<file path="src/rtl/serdes_tx_sched_if.sv">
// Link-layer word stream into the serializer scheduler: valid/ready handshake.
// Master drives data and valid; slave returns ready.
interface serdes_tx_sched_if #(
  parameter int WORD_W = 10
);
  logic [WORD_W-1:0] s_data;
  logic              s_valid;
  logic              s_ready;

  modport master (output s_data, output s_valid, input s_ready);
  modport slave  (input s_data, input s_valid, output s_ready);
endinterface

</file>
<file path="src/rtl/serdes_tx_sched.sv">
// Feeds the PISO one word per WORD_W-clock slot: FIFO head in RUN, idle char when empty, training pattern in TRAIN.
// Load registered on the slot boundary; s_ready = !full, no bypass from input to PISO.
module serdes_tx_sched #(
  parameter int                WORD_W     = 10,
  parameter int                FIFO_DEPTH = 4,
  parameter logic [WORD_W-1:0] IDLE_PAT   = 10'b0011111010,
  parameter logic [WORD_W-1:0] TRAIN_PAT  = 10'b1010101010
) (
  input  logic                            clk,
  input  logic                            rst,
  serdes_tx_sched_if.slave                s,
  input  logic                            tx_en,
  input  logic                            train_en,
  input  logic                            flush,
  output logic [WORD_W-1:0]               piso_par_in,
  output logic                            piso_load_en,
  output logic                            idle_ins,
  output logic [$clog2(FIFO_DEPTH):0]     fifo_level,
  output logic [1:0]                      mode
);

  localparam int PTR_W = $clog2(FIFO_DEPTH);
  localparam int LVL_W = PTR_W + 1;
  localparam int CNT_W = $clog2(WORD_W);

  typedef enum logic [1:0] {
    OFF   = 2'd0,
    TRAIN = 2'd1,
    RUN   = 2'd2
  } mode_t;

  mode_t             state_q;
  mode_t             next_mode;
  logic [CNT_W-1:0]  cnt;
  logic [WORD_W-1:0] mem [FIFO_DEPTH];
  logic [PTR_W-1:0]  rd_ptr;
  logic [PTR_W-1:0]  wr_ptr;
  logic [LVL_W-1:0]  level;
  logic              boundary;
  logic              full;
  logic              empty;
  logic              push;
  logic              pop;

  assign s.s_ready  = !rst && !full;
  assign fifo_level = level;
  assign mode       = state_q;

  always_comb begin
    boundary  = (cnt == '0);
    next_mode = !tx_en ? OFF : (train_en ? TRAIN : RUN);
    full      = (level == LVL_W'(FIFO_DEPTH));
    empty     = (level == '0);
    push      = s.s_valid && s.s_ready && !flush;
    // A flush on a RUN boundary empties the queue first, so that slot carries idle.
    pop       = boundary && (next_mode == RUN) && !empty && !flush;
  end

  always_ff @(posedge clk) begin
    if (push) begin
      mem[wr_ptr] <= s.s_data;
    end
  end

  always_ff @(posedge clk or posedge rst) begin
    if (rst) begin
      rd_ptr <= '0;
      wr_ptr <= '0;
      level  <= '0;
    end else if (flush) begin
      rd_ptr <= '0;
      wr_ptr <= '0;
      level  <= '0;
    end else begin
      if (push) begin
        wr_ptr <= wr_ptr + PTR_W'(1);
      end
      if (pop) begin
        rd_ptr <= rd_ptr + PTR_W'(1);
      end
      level <= level + LVL_W'(push) - LVL_W'(pop);
    end
  end

  always_ff @(posedge clk or posedge rst) begin
    if (rst) begin
      state_q      <= OFF;
      cnt          <= '0;
      piso_load_en <= 1'b0;
      piso_par_in  <= '0;
      idle_ins     <= 1'b0;
    end else if (boundary) begin
      state_q  <= next_mode;
      idle_ins <= 1'b0;
      if (next_mode == OFF) begin
        piso_load_en <= 1'b0;
        cnt          <= '0;
      end else begin
        piso_load_en <= 1'b1;
        cnt          <= CNT_W'(1);
        if (next_mode == TRAIN) begin
          piso_par_in <= TRAIN_PAT;
        end else if (pop) begin
          piso_par_in <= mem[rd_ptr];
        end else begin
          piso_par_in <= IDLE_PAT;
          idle_ins    <= 1'b1;
        end
      end
    end else begin
      piso_load_en <= 1'b0;
      idle_ins     <= 1'b0;
      cnt          <= (cnt == CNT_W'(WORD_W - 1)) ? '0 : cnt + CNT_W'(1);
    end
  end

endmodule

</file>
<file path="src/flat_wrapper.sv">
// flat-port wrapper written by rule: the top's interface ports become plain ports
module serdes_tx_sched_flat 
#(
  parameter int                WORD_W     = 10,
  parameter int                FIFO_DEPTH = 4,
  parameter logic [WORD_W-1:0] IDLE_PAT   = 10'b0011111010,
  parameter logic [WORD_W-1:0] TRAIN_PAT  = 10'b1010101010
)
  (clk, rst, tx_en, train_en, flush, piso_par_in, piso_load_en, idle_ins, fifo_level, mode, s_s_data, s_s_valid, s_s_ready);
  serdes_tx_sched_if #(.WORD_W(WORD_W)) s_i ();
  input  logic clk;
  input  logic rst;
  input  logic tx_en;
  input  logic train_en;
  input  logic flush;
  output logic [WORD_W-1:0] piso_par_in;
  output logic piso_load_en;
  output logic idle_ins;
  output logic [$clog2(FIFO_DEPTH):0] fifo_level;
  output logic [1:0] mode;
  input wire logic [$bits(s_i.s_data)-1:0] s_s_data;
  input wire logic [$bits(s_i.s_valid)-1:0] s_s_valid;
  output wire logic [$bits(s_i.s_ready)-1:0] s_s_ready;
  assign s_i.s_data = s_s_data;
  assign s_i.s_valid = s_s_valid;
  assign s_s_ready = s_i.s_ready;
  serdes_tx_sched #(.WORD_W(WORD_W), .FIFO_DEPTH(FIFO_DEPTH), .IDLE_PAT(IDLE_PAT), .TRAIN_PAT(TRAIN_PAT)) u_core (.clk(clk), .rst(rst), .s(s_i), .tx_en(tx_en), .train_en(train_en), .flush(flush), .piso_par_in(piso_par_in), .piso_load_en(piso_load_en), .idle_ins(idle_ins), .fifo_level(fifo_level), .mode(mode));
endmodule
</file>
<file path="config.mk">
export PLATFORM = sky130hd
export DESIGN_NAME = serdes_tx_sched_flat
export DESIGN_NICKNAME = d
export VERILOG_FILES = /design/src/rtl/serdes_tx_sched_if.sv /design/src/rtl/serdes_tx_sched.sv /design/src/flat_wrapper.sv
export SDC_FILE = /design/constraint.sdc
export NUM_CORES = 1
export LEC_CHECK = 0
export ABC_AREA = 0
export CAP_MARGIN = 10
export CORE_MARGIN = 1.5
export CORE_UTILIZATION = 54
export DETAILED_ROUTE_END_ITERATION = 7
export HOLD_SLACK_MARGIN = 0.08
export PLACE_DENSITY = 0.87
export SLEW_MARGIN = 0
export SYNTH_ARGS = -nofsm -noshare
export SYNTH_HDL_FRONTEND = slang
export SYNTH_SLANG_ARGS = --single-unit
</file>
<file path="constraint.sdc">
create_clock -name clk -period 3.7 [get_ports clk]
set_input_delay 0.74 -clock clk [delete_from_list [all_inputs] [get_ports clk]]
set_output_delay 0.74 -clock clk [all_outputs]
set_load 0.03 [all_outputs]
</file>
==> results.json, run 1 <==
{
  "status": "finished clean",
  "post_dp_cell_area_um2": 3089,
  "drv_cap": 0,
  "drt_first_pass_iters": 4,
  "ir_drop_mv": 0.3959,
  "synthDistinctLibCells": 37,
  "slowest_stage": "or4_1",
  "synth.ff_latch_count": 65,
  "drt_iter0_drc": 108,
  "route.vias.total": 1515,
  "worst_pin_slew_ns": 0.9995,
  "final_util_pct": 69.34,
  "critPathKind": "input port to flip-flop",
  "cts.repair.resized": 0,
  "fin_setup_tns_ns": 0,
  "arrival_ns": 3.28,
  "powerDensity_nw_per_um2": 598.2,
  "required_ns": 3.93,
  "cts.sinks": 65,
  "final_cells": 278,
  "cts_setup_buffers": 0,
  "antenna_found_initial": 0,
  "final_common_cell": "edfxtp_1",
  "synthArstFlopShare_pct": 38.46,
  "hold_path_class": "flip-flop to flip-flop",
  "initial_core_util_pct": 56.39,
  "slowest_delay_ns": 0.63,
  "cts.reportedPaths.clkPinSlew_ns": 0.07,
  "grt_pass1_wl_mm": 7.583,
  "wl_mm": 4.666,
  "crit_fanout": 6,
  "yosysSeqAreaShare_pct": 68.13,
  "h-tree-depth": 3,
  "synth_area_um2": 2681,
  "num_rows": 25,
  "die_h_um": 73.47,
  "syn_inst": 165,
  "crit_chain": "clkdlybuf4s50_1, nand4bb_4, or4_1, xnor2_1, ha_1, inv_1, fa_1, xor2_1, and2_1, nor3_1",
  "holdWs_ns": 0.4852,
  "n_fill_cell": 337,
  "drv_slew": 0,
  "ys.flop_type": "edfxtp_1",
  "finalHoldViolations": 0,
  "drive_above_1_share_pct": 15.17,
  "synth_edf_count": 40,
  "endpoint_kind": "flip-flop",
  "grt_max_degree": 26,
  "postSynthAreaPerCell_um2": 16.25,
  "fmax_mhz": 327.7,
  "grt_util_all_layers_pct": 19.79,
  "post-route-period-util_pct": 82.47,
  "drc": 0,
  "gp_routability_congestion": 0.7531,
  "post_drt_wl_per_cell_um": 16.78,
  "fin_crit_ns": 3.052,
  "maxSlewHeadroom_pct": 33.30,
  "dp_hpwl_mm": 3.104,
  "overflow": 0,
  "diodes": 0,
  "ys_warn_count": 0,
  "postCtsHoldBufs": 0,
  "dp.cells": 262,
  "setup_viol": 0,
  "viasPerCell": 5.450,
  "cts_tree": "done",
  "io-pin-count": 34,
  "syn_to_final_growth_pct": 22.96,
  "cp-start-kind": "input port",
  "syn_nets": 190,
  "ctsLongestPathBuffers": 2,
  "fin_skew_ns": 0.007389,
  "fp.dieArea_um2": 5397,
  "final_cell_mix": "edfxtp_1 (40), clkdlybuf4s50_1 (33), dfrtp_1 (25)",
  "rsz0062_at_grt": "no",
  "grt_pass1_vias": 1538,
  "die_w_um": 73.47,
  "finish.instance_area_um2": 3297,
  "clk_latency_ns": 0.34,
  "io_buffers": 33,
  "drtAntennaViolNets": 0,
  "layout.nets": 231,
  "seqCellArea_um2": 1827,
  "multiInputGateArea_um2": 792.0,
  "core_um2": 4755,
  "numCtsBuffers": 9,
  "p_leak_nw": 1.207,
  "clockRootBuffer": "clkbuf_8"
}
==> sequential cells by signal, indices dropped and copies added (netlist names), 2 cells and up <==
register and flops:
u_core.mem 40, u_core.piso_par_in 10, u_core.cnt 4, u_core.fifo_level 3, u_core.mode 2, u_core.rd_ptr 2, u_core.wr_ptr 2
==> cell families after synthesis <==
kind of cell,after synthesis,synth area share [%]
compound gates,21,5.693
mux,14,9.986
xor+xnor,2,0.6534
simple gates,39,8.726
flops,65,68.13
buf+inv,15,2.333
fa+ha+maj,9,4.480
==> power by group <==
group          switching, mW  internal, mW  total, mW  leakage, nW
registers             0.0655         0.850      0.916        0.676
clock network          0.279         0.324      0.603        0.105
logic                  0.244         0.209      0.454        0.427
total                  0.589          1.38       1.97         1.21
==> path summary, 6_finish.rpt <==
kind | to | slack (ns) | depth (start not counted) | start
setup / recovery | u_core.fifo_level[2] | 0.65 | 10 | tx_en
hold / removal | u_core.piso_par_in[4] | 0.49 | 2 | u_core.piso_par_in[4]
setup reg to reg | u_core.fifo_level[2] | 0.76 | 11 | u_core.cnt[0]
hold reg to reg | u_core.piso_par_in[4] | 0.49 | 2 | u_core.piso_par_in[4]
max in group asynchronous | u_core.piso_par_in[4] | 2.07 | 2 | rst
min in group asynchronous | u_core.wr_ptr[1] | 1.02 | 2 | rst
==> synth_stat cells, types with 3 or more instances <==
library cell | instances | area share (%)
nand2_1 | 3 | 0.42
nand2b_1 | 3 | 0.70
o21ai_0 | 4 | 0.75
o22a_1 | 5 | 1.6
edfxtp_1 | 40 | 45
a22o_1 | 4 | 1.3
dfrtp_1 | 25 | 23
nor2_1 | 11 | 1.5
mux4_2 | 10 | 8.4
nor3b_1 | 3 | 0.84
nor3_1 | 4 | 0.75
inv_1 | 8 | 1.1
and2_1 | 5 | 1.2
ha_1 | 8 | 3.7
==> worst max-delay path, delay by kind of cell <==
family	cells	cell delay, ns
buf+inv	2	0.58
fa+ha+maj	2	0.55
xor+xnor	2	0.45
simple gates	4	0.96
==> metrics by stage <==
| step | setup slack, ns | power (mW) |
|---|---|---|
| 6_report | 0.6484 | 1.972 |
| 5_1_grt | 0.5717 | 2.067 |
| 4_1_cts | 0.6634 | 1.991 |
| 3_5_place_dp | 0.3021 | 1.389 |
| 3_3_place_gp | 0.4262 | 1.373 |
| 2_1_floorplan | 0.9804 | 1.211 |
==> layout make-up <==
class	instances	area share, %
tap	67	2.543
inverter	9	1.025
clock buffer	12	5.351
sequential	65	55.41
clock inverter	4	0.9488
timing repair buffer	36	10.70
multi-input combinational	85	24.02
==> per-layer routing <==
metal	vias up	wire length (um)	track usage (%)
met2	45	2321	30.23
li1	705	-	-
met4	0	107	11.11
met3	11	199	4.664
met5	-	0	0
met1	754	2038	26.27
(Power assumes the default switching activity.)
==> run 2, diff against run 1 <==
==> constraint.sdc (replaced) <==
create_clock -name clk -period 3.1 [get_ports clk]
set_input_delay 0.62 -clock clk [delete_from_list [all_inputs] [get_ports clk]]
set_output_delay 0.62 -clock clk [all_outputs]
set_load 0.03 [all_outputs]
==> run 2 against run 1 <==
Against the previous run:
- final area up 1.7%
- final cell count increased by 3.2%
- critical path depth up 1
- largest power group unchanged
- core utilization increased by 1.2 points
- largest cell class unchanged
- sequential share of layout area fell by 0.91 points
- clock skew hardly changed
- register-to-register slack worse by 0.39 ns
- wire length grew 2.8%
- critical path type is now flip-flop to flip-flop
- total power increased by 19%
- critical endpoint unchanged
==> results.json, run 2 (synthesized netlist as in run 1, its figures left out) <==
{
  "finalHoldViolations": 0,
  "fin_ws_ns": 0.3686,
  "ir_drop_mv": 0.3754,
  "drt_iter0_drc": 82,
  "drt_first_pass_iters": 4,
  "cts.repair.resized": 0,
  "switching_share_pct": 29.87,
  "diodes": 0,
  "syn_to_final_growth_pct": 25.01,
  "drc": 0,
  "dp.cells": 271,
  "dp_hpwl_mm": 3.301,
  "route.vias.total": 1544,
  "fin_setup_tns_ns": 0,
  "drv_cap": 0,
  "die_h_um": 73.47,
  "die_w_um": 73.47,
  "final_cell_mix": "edfxtp_1 (40), clkdlybuf4s50_1 (33), dfrtp_1 (25)",
  "p_leak_nw": 1.242,
  "crit_fanout": 6,
  "overflow": 0,
  "ctsLongestPathBuffers": 2,
  "core_um2": 4755,
  "maxSlewHeadroom_pct": 52.67,
  "clk_latency_ns": 0.34,
  "setup_viol": 0,
  "worst_pin_slew_ns": 0.7099,
  "numCtsBuffers": 9,
  "gp_routability_congestion": 0.7644,
  "powerDensity_nw_per_um2": 699.0,
  "pwr-share-clk_pct": 30.0,
  "rsz0062_at_grt": "no",
  "largest_reg_flops": 40,
  "layout.nets": 240,
  "seqPwrFrac_pct": 46.6,
  "largestRegisters": "u_core.mem x40, u_core.piso_par_in x10, u_core.cnt x4",
  "hp-start": "u_core.piso_par_in[6]",
  "cts.sinks": 65,
  "arrival_ns": 2.99,
  "finish.instance_area_um2": 3352,
  "endpoint_kind": "flip-flop",
  "status": "finished clean",
  "cp-start-kind": "flip-flop",
  "reg2reg_to": "u_core.fifo_level[2]",
  "power.switching_mw": 0.6998,
  "wl_mm": 4.798,
  "final_common_cell": "edfxtp_1",
  "h-tree-depth": 3,
  "holdWs_ns": 0.4928,
  "initial_core_util_pct": 56.39,
  "combPwrFrac_pct": 23.3,
  "postCtsHoldBufs": 0,
  "r2r-start": "u_core.cnt[0]",
  "drv_slew": 0,
  "grt_max_degree": 26,
  "num_rows": 25,
  "worstRegToRegCells": 11,
  "fin_skew_ns": 0.007465,
  "grt_pass1_wl_mm": 7.714,
  "post-route-period-util_pct": 88.11,
  "post-place-ws_ns": 0.03692,
  "drive_above_1_share_pct": 18.18,
  "post_drt_wl_per_cell_um": 16.72,
  "clockRootBuffer": "clkbuf_8",
  "cts.reportedPaths.clkPinSlew_ns": 0.07,
  "io-pin-count": 34,
  "required_ns": 3.36,
  "fp.dieArea_um2": 5397,
  "critPathKind": "flip-flop to flip-flop",
  "grt_pass1_vias": 1579,
  "fmax_mhz": 366.1,
  "cts_setup_buffers": 0,
  "fin_crit_ns": 2.731,
  "drtAntennaViolNets": 0,
  "io_buffers": 33,
  "top_register": "u_core.mem",
  "hold_depth": 2,
  "viasPerCell": 5.380,
  "cts_tree": "done",
  "internal-power_mw": 1.643,
  "r2r_slack_ns": 0.37,
  "grt_util_all_layers_pct": 20.66,
  "hold_path_class": "flip-flop to flip-flop",
  "antenna_found_initial": 0,
  "post_dp_cell_area_um2": 3157,
  "whs_endpoint": "u_core.piso_par_in[6]",
  "final_cells": 287
}
[run 2: layer usage]
| layer | part of all wire (%) | vias to the layer above | track usage [%] |
|---|---|---|---|
| met2 | 52 | 42 | 34.73 |
| met4 | 1.3 | 0 | 6.379 |
| met3 | 5.1 | 6 | 8.230 |
| li1 | - | 722 | - |
| met5 | 0 | - | 0 |
| met1 | 41 | 774 | 24.47 |
[run 2: how the worst max path moves through the flow]
stage	start	to	slack [ns]	cells after the start
after floorplan	u_core.cnt[0]	u_core.fifo_level[2]	0.44	12
after global placement	tx_en	u_core.fifo_level[2]	0.07	10
after detailed placement	tx_en	u_core.fifo_level[2]	0.04	10
after CTS	u_core.cnt[0]	u_core.fifo_level[2]	0.37	11
after global routing	u_core.cnt[0]	u_core.fifo_level[2]	0.19	11
final	u_core.cnt[0]	u_core.fifo_level[2]	0.37	11
[run 2: critical path, cell delays in order (launching register included)]
cell and delay, ns:
dfrtp_1 0.44, inv_1 0.08, ha_1 0.28, nand4bb_4 0.13, or4_1 0.53, xnor2_1 0.17
ha_1 0.16, inv_1 0.05, fa_1 0.37, xor2_1 0.16, and2_1 0.16, nor3_1 0.12
[run 2: layout make-up]
| class | instances | area (um2) |
|---|---|---|
| Clock buffer | 10 | 127.6 |
| Clock inverter | 6 | 67.56 |
| Fill cell | 343 | 1403 |
| Inverter | 9 | 33.78 |
| Multi-Input combinational cell | 85 | 792.0 |
| Sequential cell | 65 | 1827 |
| Tap cell | 67 | 83.83 |
| Timing Repair Buffer | 45 | 420.4 |
[run 2: power groups by stage]
stage / Sequential, mW / Clock [mW] / Combinational (mW)
6_report: 1.09 / 0.703 / 0.547
5_1_grt: 1.11 / 0.755 / 0.592
4_1_cts: 1.09 / 0.721 / 0.553
3_5_place_dp: 1.11 / 0 / 0.550
3_3_place_gp: 1.11 / 0 / 0.536
2_1_floorplan: 1.21 / 0 / 0.239
[run 2: stage by stage]
step | util [%] | power, mW
after CTS | 70.50 | 2.369
after global routing | 70.50 | 2.454
after global placement | 66.39 | 1.645
final | 70.50 | 2.343
after detailed placement | 66.39 | 1.663
after floorplan | - | 1.445
==> run 3, diff against run 2 <==
--- a/config.mk
+++ b/config.mk
@@ -11,8 +11,8 @@
 export CORE_UTILIZATION = 54
 export DETAILED_ROUTE_END_ITERATION = 7
 export HOLD_SLACK_MARGIN = 0.08
-export PLACE_DENSITY = 0.87
-export SLEW_MARGIN = 0
+export MAX_ROUTING_LAYER = met4
+export PLACE_DENSITY = 0.83
 export SYNTH_ARGS = -nofsm -noshare
 export SYNTH_HDL_FRONTEND = slang
 export SYNTH_SLANG_ARGS = --single-unit
==> run 3 against run 2 <==
Against the previous run:
- clock skew increased by 0.0026 ns
- hold slack improved by 0.010 ns
- wire length grew 0.48%
- count of clock-buffer cells in the layout stayed put
- critical path depth is the same
- setup slack lost 0.048 ns
- via count is 1.1% lower
- register-to-register slack lost 0.05 ns
- total power increased by 3.3%
- final area fell by 0.90%
- clock power up 8.3%
- global-route usage increased by 1.1 points
==> results.json, run 3 (synthesized netlist as in run 1, its figures left out) <==
{
  "status": "finished clean",
  "post-route-period-util_pct": 89.65,
  "clk_latency_ns": 0.33,
  "cts_setup_buffers": 0,
  "route.vias.total": 1527,
  "syn_to_final_growth_pct": 23.89,
  "fmax_mhz": 359.8,
  "num_rows": 25,
  "overflow": 0,
  "core_um2": 4755,
  "crit_fanout": 6,
  "cts.reportedPaths.clkPinSlew_ns": 0.07,
  "hold_path_class": "flip-flop to flip-flop",
  "arrival_ns": 3.03,
  "layout.nets": 234,
  "maxSlewHeadroom_pct": 36.13,
  "drc": 0,
  "top_register": "u_core.mem",
  "crit_chain": "inv_1, ha_1, nand4bb_4, or4_1, xnor2_1, ha_1, inv_1, fa_1, xor2_1, and2_1, nor3_1",
  "grt_util_all_layers_pct": 21.72,
  "r2r_slack_ns": 0.32,
  "clockRootBuffer": "clkbuf_8",
  "die_w_um": 73.47,
  "cts.repair.resized": 0,
  "drtAntennaViolNets": 0,
  "grt_pass1_wl_mm": 8.169,
  "cts.sinks": 65,
  "endpoint_kind": "flip-flop",
  "slowest_stage": "or4_1",
  "dp_hpwl_mm": 3.315,
  "p_leak_nw": 1.223,
  "grt_max_degree": 26,
  "initial_core_util_pct": 56.39,
  "die_h_um": 73.47,
  "postCtsHoldBufs": 0,
  "post_dp_cell_area_um2": 3112,
  "largest_reg_flops": 40,
  "numCtsBuffers": 9,
  "drv_slew": 0,
  "finish.instance_area_um2": 3322,
  "final_cell_mix": "edfxtp_1 (40), clkdlybuf4s50_1 (33), dfrtp_1 (25)",
  "ir_drop_mv": 0.4221,
  "drt_iter0_drc": 110,
  "slowest_delay_ns": 0.53,
  "setup_viol": 0,
  "drv_cap": 0,
  "drt_first_pass_iters": 4,
  "largestRegisters": "u_core.mem x40, u_core.piso_par_in x10, u_core.cnt x4",
  "h-tree-depth": 3,
  "grt_pass1_vias": 1677,
  "fin_skew_ns": 0.01003,
  "finalHoldViolations": 0,
  "io_buffers": 33,
  "critPathKind": "flip-flop to flip-flop",
  "drive_above_1_share_pct": 15.89,
  "ctsLongestPathBuffers": 2,
  "holdWs_ns": 0.5029,
  "powerDensity_nw_per_um2": 728.3,
  "wl_mm": 4.821,
  "final_common_cell": "edfxtp_1",
  "rsz0062_at_grt": "no",
  "post_drt_wl_per_cell_um": 17.16,
  "io-pin-count": 34,
  "worst_pin_slew_ns": 0.9570,
  "gp_routability_congestion": 0.8015,
  "viasPerCell": 5.434,
  "diodes": 0,
  "required_ns": 3.35,
  "fp.dieArea_um2": 5397,
  "cp-start-kind": "flip-flop",
  "antenna_found_initial": 0,
  "fin_setup_tns_ns": 0,
  "cts_tree": "done",
  "fin_crit_ns": 2.779
}
run 3: report_power, final:
group | internal [mW] | switching [mW] | total, mW
sequential | 1.02 | 0.0886 | 1.10
clock | 0.449 | 0.312 | 0.761
combinational | 0.253 | 0.302 | 0.555
run 3: worst paths after layout:
path / start / end / depth (start not counted)
worst max-delay path: u_core.cnt[0] / u_core.fifo_level[2] / 11
worst min-delay path: u_core.mode[0] / u_core.mode[0] / 1
worst max register to register: u_core.cnt[0] / u_core.fifo_level[2] / 11
worst min register to register: u_core.mode[0] / u_core.mode[0] / 1
max in group asynchronous: rst / u_core.cnt[2] / 2
min in group asynchronous: rst / u_core.cnt[0] / 2
run 3: layout make-up:
type                    instances  area [um2]
clock buffers                  10       127.6
inverters                       9       33.78
clock inverters                 6       82.58
well taps                      67       83.83
fillers                       322        1433
repair buffers                 39       375.4
multi-input cells              85       792.0
flip-flops and latches         65        1827
run 3: through the flow:
step                total power [mW]  setup WS, ns  std cells  utilization [%]
floorplan                      1.445        0.4434        165                -
global placement               1.634       0.08271        265            65.45
detailed placement             1.676       0.04815        265            65.45
CTS                            2.432        0.3390        281            69.87
global route                   2.534        0.1450        281            69.87
finish                         2.419        0.3210        281            69.87
run 3: critical path: cells and delay by family, from the launching register on:
family / cells / cell delay [ns]
xor gates and xnor gates: 2 / 0.34
adders and majority gates: 3 / 0.81
buffers and inverters: 2 / 0.16
DFF: 1 / 0.47
and+or+nand+nor: 4 / 0.94
run 3: routing by layer:
| layer | vias to the layer above | share of wire, % | global-route usage, % |
|---|---|---|---|
| li1 | 714 | - | - |
| met1 | 766 | 44 | 26.93 |
| met2 | 41 | 51 | 33.83 |
| met3 | 6 | 4.4 | 6.996 |
| met4 | 0 | 1.1 | 7.819 |
| met5 | - | 0 | - |
